**config.mk**
```make
export PLATFORM = sky130hd
export DESIGN_NAME = lsu_mem_port
export DESIGN_NICKNAME = d
export VERILOG_FILES = /design/src/rtl/lsu_mem_port_pkg.sv /design/src/rtl/lsu_mem_port_lane_align.sv /design/src/rtl/lsu_mem_port.sv
export SDC_FILE = /design/constraint.sdc
export NUM_CORES = 1
export LEC_CHECK = 0
export BUFFER_PORTS_ARGS = -buffer_cell sky130_fd_sc_hd__clkbuf_2
export CAP_MARGIN = 0
export CORE_MARGIN = 4
export CORE_UTILIZATION = 49
export DETAILED_ROUTE_END_ITERATION = 7
export PLACE_DENSITY = 0.93
export RECOVER_POWER = 25
export SYNTH_ARGS = -nofsm -noshare
export SYNTH_HDL_FRONTEND = slang
export SYNTH_SLANG_ARGS = --single-unit
```
**constraint.sdc**
```tcl
create_clock -name clk -period 2.8 [get_ports clk]
set_input_delay 0.28 -clock clk [delete_from_list [all_inputs] [get_ports clk]]
set_output_delay 0.28 -clock clk [all_outputs]
set_load 0.03 [all_outputs]
```
**src/rtl/lsu_mem_port_pkg.sv**
```systemverilog
// lsu_mem_port_pkg: shared definitions for the load/store unit.
//   - MEM_ACCESS_TYPE_* encodings and their width. The decoder uses the same encodings.
//   - FSM state codes for lsu_mem_port.
//   - Byte-strobe constants.
//   - Helpers that classify an access type.
// Optional feature macro: LSU_MISALIGN_TRAP_EN (see lsu_mem_port.sv).
package lsu_mem_port_pkg;

  localparam int MEM_ACCESS_TYPE_W = 3;

  localparam logic [MEM_ACCESS_TYPE_W-1:0] MEM_ACCESS_TYPE_NONE = 3'd0;
  localparam logic [MEM_ACCESS_TYPE_W-1:0] MEM_ACCESS_TYPE_RD_B = 3'd1;
  localparam logic [MEM_ACCESS_TYPE_W-1:0] MEM_ACCESS_TYPE_RD_H = 3'd2;
  localparam logic [MEM_ACCESS_TYPE_W-1:0] MEM_ACCESS_TYPE_RD_W = 3'd3;
  localparam logic [MEM_ACCESS_TYPE_W-1:0] MEM_ACCESS_TYPE_WR_B = 3'd4;
  localparam logic [MEM_ACCESS_TYPE_W-1:0] MEM_ACCESS_TYPE_WR_H = 3'd5;
  localparam logic [MEM_ACCESS_TYPE_W-1:0] MEM_ACCESS_TYPE_WR_W = 3'd6;

  typedef enum logic [1:0] {
    LSU_IDLE = 2'd0,
    LSU_REQ  = 2'd1,
    LSU_RSP  = 2'd2,
    LSU_DONE = 2'd3
  } lsu_state_e;

  localparam logic [3:0] STRB_NONE = 4'b0000;
  localparam logic [3:0] STRB_BYTE = 4'b0001;
  localparam logic [3:0] STRB_HALF = 4'b0011;
  localparam logic [3:0] STRB_WORD = 4'b1111;

  function automatic logic is_load(input logic [MEM_ACCESS_TYPE_W-1:0] t);
    return (t == MEM_ACCESS_TYPE_RD_B) || (t == MEM_ACCESS_TYPE_RD_H) ||
           (t == MEM_ACCESS_TYPE_RD_W);
  endfunction

  function automatic logic is_store(input logic [MEM_ACCESS_TYPE_W-1:0] t);
    return (t == MEM_ACCESS_TYPE_WR_B) || (t == MEM_ACCESS_TYPE_WR_H) ||
           (t == MEM_ACCESS_TYPE_WR_W);
  endfunction

  // Halves need an even address; words need a 4-byte-aligned address.
  function automatic logic is_misaligned(input logic [MEM_ACCESS_TYPE_W-1:0] t,
                                         input logic [1:0] off);
    logic half, word;
    half = (t == MEM_ACCESS_TYPE_RD_H) || (t == MEM_ACCESS_TYPE_WR_H);
    word = (t == MEM_ACCESS_TYPE_RD_W) || (t == MEM_ACCESS_TYPE_WR_W);
    return (half && off[0]) || (word && (off != 2'b00));
  endfunction

endpackage

```
**src/rtl/lsu_mem_port_lane_align.sv**
```systemverilog
// lsu_lane_align: purely combinational lane steering for lsu_mem_port.
// Store side:
//   - st_data is replicated across the lanes of the access size.
//   - st_strb marks the byte lanes being written.
// Load side:
//   - selects the addressed byte or half of ld_data.
//   - zero- or sign-extends it into ld_data_ext.
// Alignment:
//   - Halves use off[1] only and words ignore off.
//   - A misaligned access is therefore steered to its natural alignment.
// Ports:
//   acc_type, off, sign_ext  access type, byte offset addr[1:0], sign-extension flag
//   st_data -> st_data_rep   store data, replicated
//   st_strb                  byte strobes; zero for loads
//   ld_data -> ld_data_ext   raw bus read word -> extended load result
module lsu_lane_align
  import lsu_mem_port_pkg::*;
#(
  parameter int XLEN   = 32,
  parameter int TYPE_W = MEM_ACCESS_TYPE_W
) (
  input  logic [TYPE_W-1:0] acc_type,
  input  logic [1:0]        off,
  input  logic              sign_ext,
  input  logic [XLEN-1:0]   st_data,
  output logic [XLEN-1:0]   st_data_rep,
  output logic [3:0]        st_strb,
  input  logic [XLEN-1:0]   ld_data,
  output logic [XLEN-1:0]   ld_data_ext
);

  logic [7:0]  ld_byte;
  logic [15:0] ld_half;

  always_comb begin
    ld_byte     = ld_data[{off, 3'b000} +: 8];
    ld_half     = ld_data[{off[1], 4'b0000} +: 16];
    st_data_rep = st_data;
    st_strb     = STRB_NONE;
    ld_data_ext = ld_data;
    case (acc_type)
      MEM_ACCESS_TYPE_RD_B: ld_data_ext = {{(XLEN-8){sign_ext & ld_byte[7]}}, ld_byte};
      MEM_ACCESS_TYPE_RD_H: ld_data_ext = {{(XLEN-16){sign_ext & ld_half[15]}}, ld_half};
      MEM_ACCESS_TYPE_WR_B: begin
        st_data_rep = {(XLEN/8){st_data[7:0]}};
        st_strb     = STRB_BYTE << off;
      end
      MEM_ACCESS_TYPE_WR_H: begin
        st_data_rep = {(XLEN/16){st_data[15:0]}};
        st_strb     = STRB_HALF << {off[1], 1'b0};
      end
      MEM_ACCESS_TYPE_WR_W: st_strb = STRB_WORD;
      default: ;
    endcase
  end

endmodule

```
**src/rtl/lsu_mem_port.sv**
```systemverilog
// lsu_mem_port: load/store unit between the execute stage and data memory.
// Operation:
//   - Accepts one decoded access while IDLE.
//   - Runs one word-aligned request/response transaction: IDLE -> REQ -> RSP -> DONE.
//   - Stalls the core while the transaction is in flight.
//   - Pulses ls_done for one cycle at completion.
//   - Returns the extended load result with its destination register.
// Optional feature macro:
//   - LSU_MISALIGN_TRAP_EN defined: a misaligned access skips the bus. It completes
//     one cycle after accept with ls_err=1.
//   - Macro undefined: ls_err is tied 0 and the access is naturally aligned.
// Ports:
//   clk, rst_n                 clock, synchronous active-low reset
//   ls_*  (inputs)             execute-stage access: valid, type, sign, addr, wdata, rd
//   ls_stall                   hold pipeline (combinational)
//   ls_done/ls_rdata/ls_wb_rd  completion pulse, load result, destination register
//   ls_wb_en, ls_err           write-back enable, misalign error (qualified by ls_done)
//   bus_*                      data-memory request (req/we/addr/wstrb/wdata) and
//                              response (gnt/rvalid/rdata)
module lsu_mem_port
  import lsu_mem_port_pkg::*;
#(
  parameter int XLEN    = 32,
  parameter int RADDR_W = 5,
  parameter int TYPE_W  = MEM_ACCESS_TYPE_W
) (
  input  logic               clk,
  input  logic               rst_n,
  input  logic               ls_valid,
  input  logic [TYPE_W-1:0]  ls_type,
  input  logic               ls_sign_ext,
  input  logic [XLEN-1:0]    ls_addr,
  input  logic [XLEN-1:0]    ls_wdata,
  input  logic [RADDR_W-1:0] ls_rd,
  output logic               ls_stall,
  output logic               ls_done,
  output logic [XLEN-1:0]    ls_rdata,
  output logic [RADDR_W-1:0] ls_wb_rd,
  output logic               ls_wb_en,
  output logic               ls_err,
  output logic               bus_req,
  output logic               bus_we,
  output logic [XLEN-1:0]    bus_addr,
  output logic [3:0]         bus_wstrb,
  output logic [XLEN-1:0]    bus_wdata,
  input  logic               bus_gnt,
  input  logic               bus_rvalid,
  input  logic [XLEN-1:0]    bus_rdata
);

  lsu_state_e         state_q, state_d;
  logic [TYPE_W-1:0]  type_q, type_d;
  logic               sign_q, sign_d;
  logic [1:0]         off_q, off_d;
  logic [RADDR_W-1:0] rd_q, rd_d;
  logic               bus_req_q, bus_req_d;
  logic               bus_we_q, bus_we_d;
  logic [XLEN-1:0]    bus_addr_q, bus_addr_d;
  logic [3:0]         bus_wstrb_q, bus_wstrb_d;
  logic [XLEN-1:0]    bus_wdata_q, bus_wdata_d;
  logic               ls_done_q, ls_done_d;
  logic [XLEN-1:0]    ls_rdata_q, ls_rdata_d;
  logic [RADDR_W-1:0] ls_wb_rd_q, ls_wb_rd_d;
  logic               ls_wb_en_q, ls_wb_en_d;
`ifdef LSU_MISALIGN_TRAP_EN
  logic               ls_err_q, ls_err_d;
`endif

  logic               accept;
  logic [TYPE_W-1:0]  al_type;
  logic [1:0]         al_off;
  logic               al_sign;
  logic [XLEN-1:0]    al_wdata;
  logic [3:0]         al_strb;
  logic [XLEN-1:0]    al_rdata;

  assign accept = ls_valid && (ls_type != MEM_ACCESS_TYPE_NONE);

  // The single aligner serves two phases that never overlap. In IDLE it shapes
  // the incoming store. Afterwards it extracts the load lane using the captured
  // access attributes.
  always_comb begin
    if (state_q == LSU_IDLE) begin
      al_type = ls_type;
      al_off  = ls_addr[1:0];
      al_sign = ls_sign_ext;
    end else begin
      al_type = type_q;
      al_off  = off_q;
      al_sign = sign_q;
    end
  end

  lsu_lane_align #(.XLEN(XLEN), .TYPE_W(TYPE_W)) u_align (
    .acc_type    (al_type),
    .off         (al_off),
    .sign_ext    (al_sign),
    .st_data     (ls_wdata),
    .st_data_rep (al_wdata),
    .st_strb     (al_strb),
    .ld_data     (bus_rdata),
    .ld_data_ext (al_rdata)
  );

  always_comb begin
    state_d     = state_q;
    type_d      = type_q;
    sign_d      = sign_q;
    off_d       = off_q;
    rd_d        = rd_q;
    bus_req_d   = bus_req_q;
    bus_we_d    = bus_we_q;
    bus_addr_d  = bus_addr_q;
    bus_wstrb_d = bus_wstrb_q;
    bus_wdata_d = bus_wdata_q;
    ls_rdata_d  = ls_rdata_q;
    ls_wb_rd_d  = ls_wb_rd_q;
    // Completion qualifiers are single-cycle pulses.
    ls_done_d   = 1'b0;
    ls_wb_en_d  = 1'b0;
`ifdef LSU_MISALIGN_TRAP_EN
    ls_err_d    = 1'b0;
`endif
    case (state_q)
      LSU_IDLE: begin
        if (accept) begin
          type_d      = ls_type;
          sign_d      = ls_sign_ext;
          off_d       = ls_addr[1:0];
          rd_d        = ls_rd;
          bus_we_d    = is_store(ls_type);
          bus_addr_d  = {ls_addr[XLEN-1:2], 2'b00};
          bus_wstrb_d = al_strb;
          bus_wdata_d = al_wdata;
`ifdef LSU_MISALIGN_TRAP_EN
          if (is_misaligned(ls_type, ls_addr[1:0])) begin
            // Trap without touching the bus.
            state_d    = LSU_DONE;
            ls_done_d  = 1'b1;
            ls_err_d   = 1'b1;
            ls_wb_rd_d = ls_rd;
          end else begin
            state_d   = LSU_REQ;
            bus_req_d = 1'b1;
          end
`else
          state_d   = LSU_REQ;
          bus_req_d = 1'b1;
`endif
        end
      end
      LSU_REQ: begin
        if (bus_gnt) begin
          bus_req_d = 1'b0;
          state_d   = LSU_RSP;
        end
      end
      LSU_RSP: begin
        // rvalid is honoured only here, so stale responses are dropped.
        if (bus_rvalid) begin
          state_d    = LSU_DONE;
          ls_done_d  = 1'b1;
          ls_wb_en_d = is_load(type_q);
          ls_wb_rd_d = rd_q;
          if (is_load(type_q)) ls_rdata_d = al_rdata;
        end
      end
      LSU_DONE: state_d = LSU_IDLE;
      default:  state_d = LSU_IDLE;
    endcase
  end

  always_ff @(posedge clk) begin
    if (!rst_n) begin
      state_q     <= LSU_IDLE;
      type_q      <= '0;
      sign_q      <= 1'b0;
      off_q       <= 2'b00;
      rd_q        <= '0;
      bus_req_q   <= 1'b0;
      bus_we_q    <= 1'b0;
      bus_addr_q  <= '0;
      bus_wstrb_q <= STRB_NONE;
      bus_wdata_q <= '0;
      ls_done_q   <= 1'b0;
      ls_rdata_q  <= '0;
      ls_wb_rd_q  <= '0;
      ls_wb_en_q  <= 1'b0;
`ifdef LSU_MISALIGN_TRAP_EN
      ls_err_q    <= 1'b0;
`endif
    end else begin
      state_q     <= state_d;
      type_q      <= type_d;
      sign_q      <= sign_d;
      off_q       <= off_d;
      rd_q        <= rd_d;
      bus_req_q   <= bus_req_d;
      bus_we_q    <= bus_we_d;
      bus_addr_q  <= bus_addr_d;
      bus_wstrb_q <= bus_wstrb_d;
      bus_wdata_q <= bus_wdata_d;
      ls_done_q   <= ls_done_d;
      ls_rdata_q  <= ls_rdata_d;
      ls_wb_rd_q  <= ls_wb_rd_d;
      ls_wb_en_q  <= ls_wb_en_d;
`ifdef LSU_MISALIGN_TRAP_EN
      ls_err_q    <= ls_err_d;
`endif
    end
  end

  assign ls_stall  = ((state_q == LSU_IDLE) && accept) ||
                     (state_q == LSU_REQ) || (state_q == LSU_RSP);
  assign ls_done   = ls_done_q;
  assign ls_rdata  = ls_rdata_q;
  assign ls_wb_rd  = ls_wb_rd_q;
  assign ls_wb_en  = ls_wb_en_q;
`ifdef LSU_MISALIGN_TRAP_EN
  assign ls_err    = ls_err_q;
`else
  assign ls_err    = 1'b0;
`endif
  assign bus_req   = bus_req_q;
  assign bus_we    = bus_we_q;
  assign bus_addr  = bus_addr_q;
  assign bus_wstrb = bus_wstrb_q;
  assign bus_wdata = bus_wdata_q;

endmodule

```
==> reports/results.ini <==
[floorplanning]
initial_core_util_pct=50.8
die_width_um=115
fp.coreArea_um2=11000
die_area_um2=13200
std_cell_rows=38
num_io_pins=221
die_h_um=115

[finish]
antenna_cells=0
stdcell_area_um2=7290
synthToLayoutAreaGrowth_pct=30.6
drive_gt1_share_pct=25.4
layout.area.seq_um2=2400
finish.net_count=1010
multi_input_area_um2=2900
fillerInstances=916

[synth]
ys_seq_area_share_pct=43.1
post_synthesis_cell_type_with_the_largest_combined_area=dfxtp_1
avgSynthCellArea_um2=8.02
post-synth-top-area-fraction_pct=43.1
count_of_yosys_warnings_during_synthesis=0
synth_cell_types=49
synth_ff_type=dfxtp_1
netlist_top_cells_area=dfxtp_1, nand2_1, mux2i_1, a21oi_1, o21ai_0
synth-seq-cells=120
synth-edff-count=0
syn-instance-count=695
synthArstFlopShare_pct=0
post-synth-top-count-cell=nand2_1
syn-cell-area_um2=5580
synth_top_cells_by_count=nand2_1, dfxtp_1, a21oi_1

[critical_path]
critical_path_rt_ns=3.09
worst_ep_arrival_time_ns=2.75
timing_worst_setup_path_type=reg -> reg
worstPathMaxFanout=18
setup.worst_path.start_class=flip-flop
critical_path.endpoint_type=flip-flop

[timing]
hold_viol=0
clock_skew_ns=0.0188
setup_viol=0
worst_slew_pin_slew_ns=0.915
final_max_slew_viol_count=0
finalSetupTns_ns=0
slew_headroom_pct=39.0
final.min_clock_period_ns=2.46
min_period_over_period_pct=87.9
layout_setup_ws_ns=0.338
rsz0062_at_grt=no
maxClockFrequency_mhz=406

[run_status]
outcome=finished, final reports clean

[grt]
globalRouteTotalUtil_pct=26.2
global_route.overflow_total=0
number_of_antenna_violations_at_the_first_check_in_global_routing=0
first_global_vias=5652
grt_pass1_wl_um=27600
pin_count_of_the_biggest_net_entering_global_routing=91

[drt]
avgRoutedWirePerCell_um=16.5
drt-total-wl_um=17300
drt_first_iter_violations=579
vias=5891
ant_nets=0
drt_pass1_iterations=6
viasPerCell=5.62
post-route-drc-count=0

[clocking]
cts_hold_buf=0
clock_sinks=120
clock_latency_ns=0.42
postCtsSetupBuffers=0
clock-root-buffer=clkbuf_16
clockBufferDepth=2
cts_tree=built
cts-resized-gates=0
path_clk_slew_ns=0.06
cts_made_buffers=17
cts_htree_levels=4

[pwr]
p_leak_nw=3.12
vdd.ir_drop.worst_mv=0.665
power.density_cell_area_nw_per_um2=1010
report.power.total_w=0.00739

[hold_path]
min-delay-path-class=in -> reg

[job]
maxCapViolCount=0

[placed_design]
preCtsSetupSlack_ns=0.390
globalplace.congestion=0.918
placed_area_um2=6760
dp.final_hpwl_um=12100
port_buffers=217

[placed cells by master, fill, tap and decap left out, types with 20 or more instances in the layout]
cell type,count
a21oi_1,77
nand3_1,22
a211oi_1,20
mux2i_1,41
nand2_1,163
nor2_1,43
o21ai_0,33
clkbuf_2,160
dfxtp_1,120
clkbuf_1,57
[worst max-delay path, stage by stage, from the launching register on]
cell and delay (ns):
dfxtp_1 0.38, inv_1 0.09, ha_1 0.24, mux2_4 0.44, mux2_4 0.34, o221a_1 0.29
a21oi_4 0.15, buf_4 0.27, o21ai_0 0.14
[metal layers]
| layer | vias to the layer above | GRT usage, % | wire (um) |
|---|---|---|---|
| met2 | 342 | 41.1 | 8130 |
| li1 | 2822 | - | - |
| met1 | 2668 | 31.1 | 6590 |
| met4 | 0 | 13.4 | 628 |
| met5 | - | 0 | 0 |
| met3 | 59 | 10.3 | 1930 |
[power breakdown]
| group | switching, W | internal [W] | leakage, nW |
|---|---|---|---|
| Sequential | 0.000175 | 0.00201 | 0.979 |
| Combinational | 0.00200 | 0.000973 | 1.86 |
| Clock | 0.000825 | 0.00140 | 0.286 |
| Total | 0.00300 | 0.00438 | 3.12 |
[stage by stage]
stage	utilization (%)	instances	hold WS, ns
finish	66.3	1048	0.0851
global route	66.3	1048	0.0828
CTS	67.0	1048	0.0709
detailed placement	61.5	1017	0.446
global placement	61.5	1017	0.440
floorplan	-	697	0.410
[state kept, by name, summed over array words and instances (netlist names)]
name	count
bus_we	1
ls_wb_en	1
rd_q	5
bus_addr	30
state_q	2
ls_wb_rd	5
type_q	3
bus_req	1
bus_wdata	32
ls_done	1
ls_rdata	32
bus_wstrb	4
sign_q	1
off_q	2
[worst paths after layout]
kind                  end  cells past startpoint  slack (ns)         start
max          ls_rdata[25]                      8        0.34    state_q[0]
max reg2reg  ls_rdata[25]                      8        0.34    state_q[0]
min reg2reg  bus_addr[26]                      2        0.45  bus_addr[26]
min          bus_addr[25]                      3        0.09   ls_addr[25]
[cell type report]
class | count | area share (%)
multi-input combinational | 512 | 39.8
inverter | 11 | 0.567
timing repair buffer | 234 | 16.0
clock inverter | 14 | 2.40
clock buffer | 17 | 5.84
tap | 140 | 2.40
sequential | 120 | 33.0
[kinds of logic (layout without fill, tap and decap cells)]
group	count (synthesis)	count (layout)	share of synthesized area, %
and+or+nand+nor	256	256	19.1
AOI/OAI and AO/OA	202	202	23.0
DFF	120	120	43.1
buffers and inverters	65	276	5.27
muxes	45	45	8.30
adders and majority gates	4	4	0.898
xor gates and xnor gates	2	2	0.314
other	1	3	0.0672
Note: power is estimated with default switching activity, not from simulation.
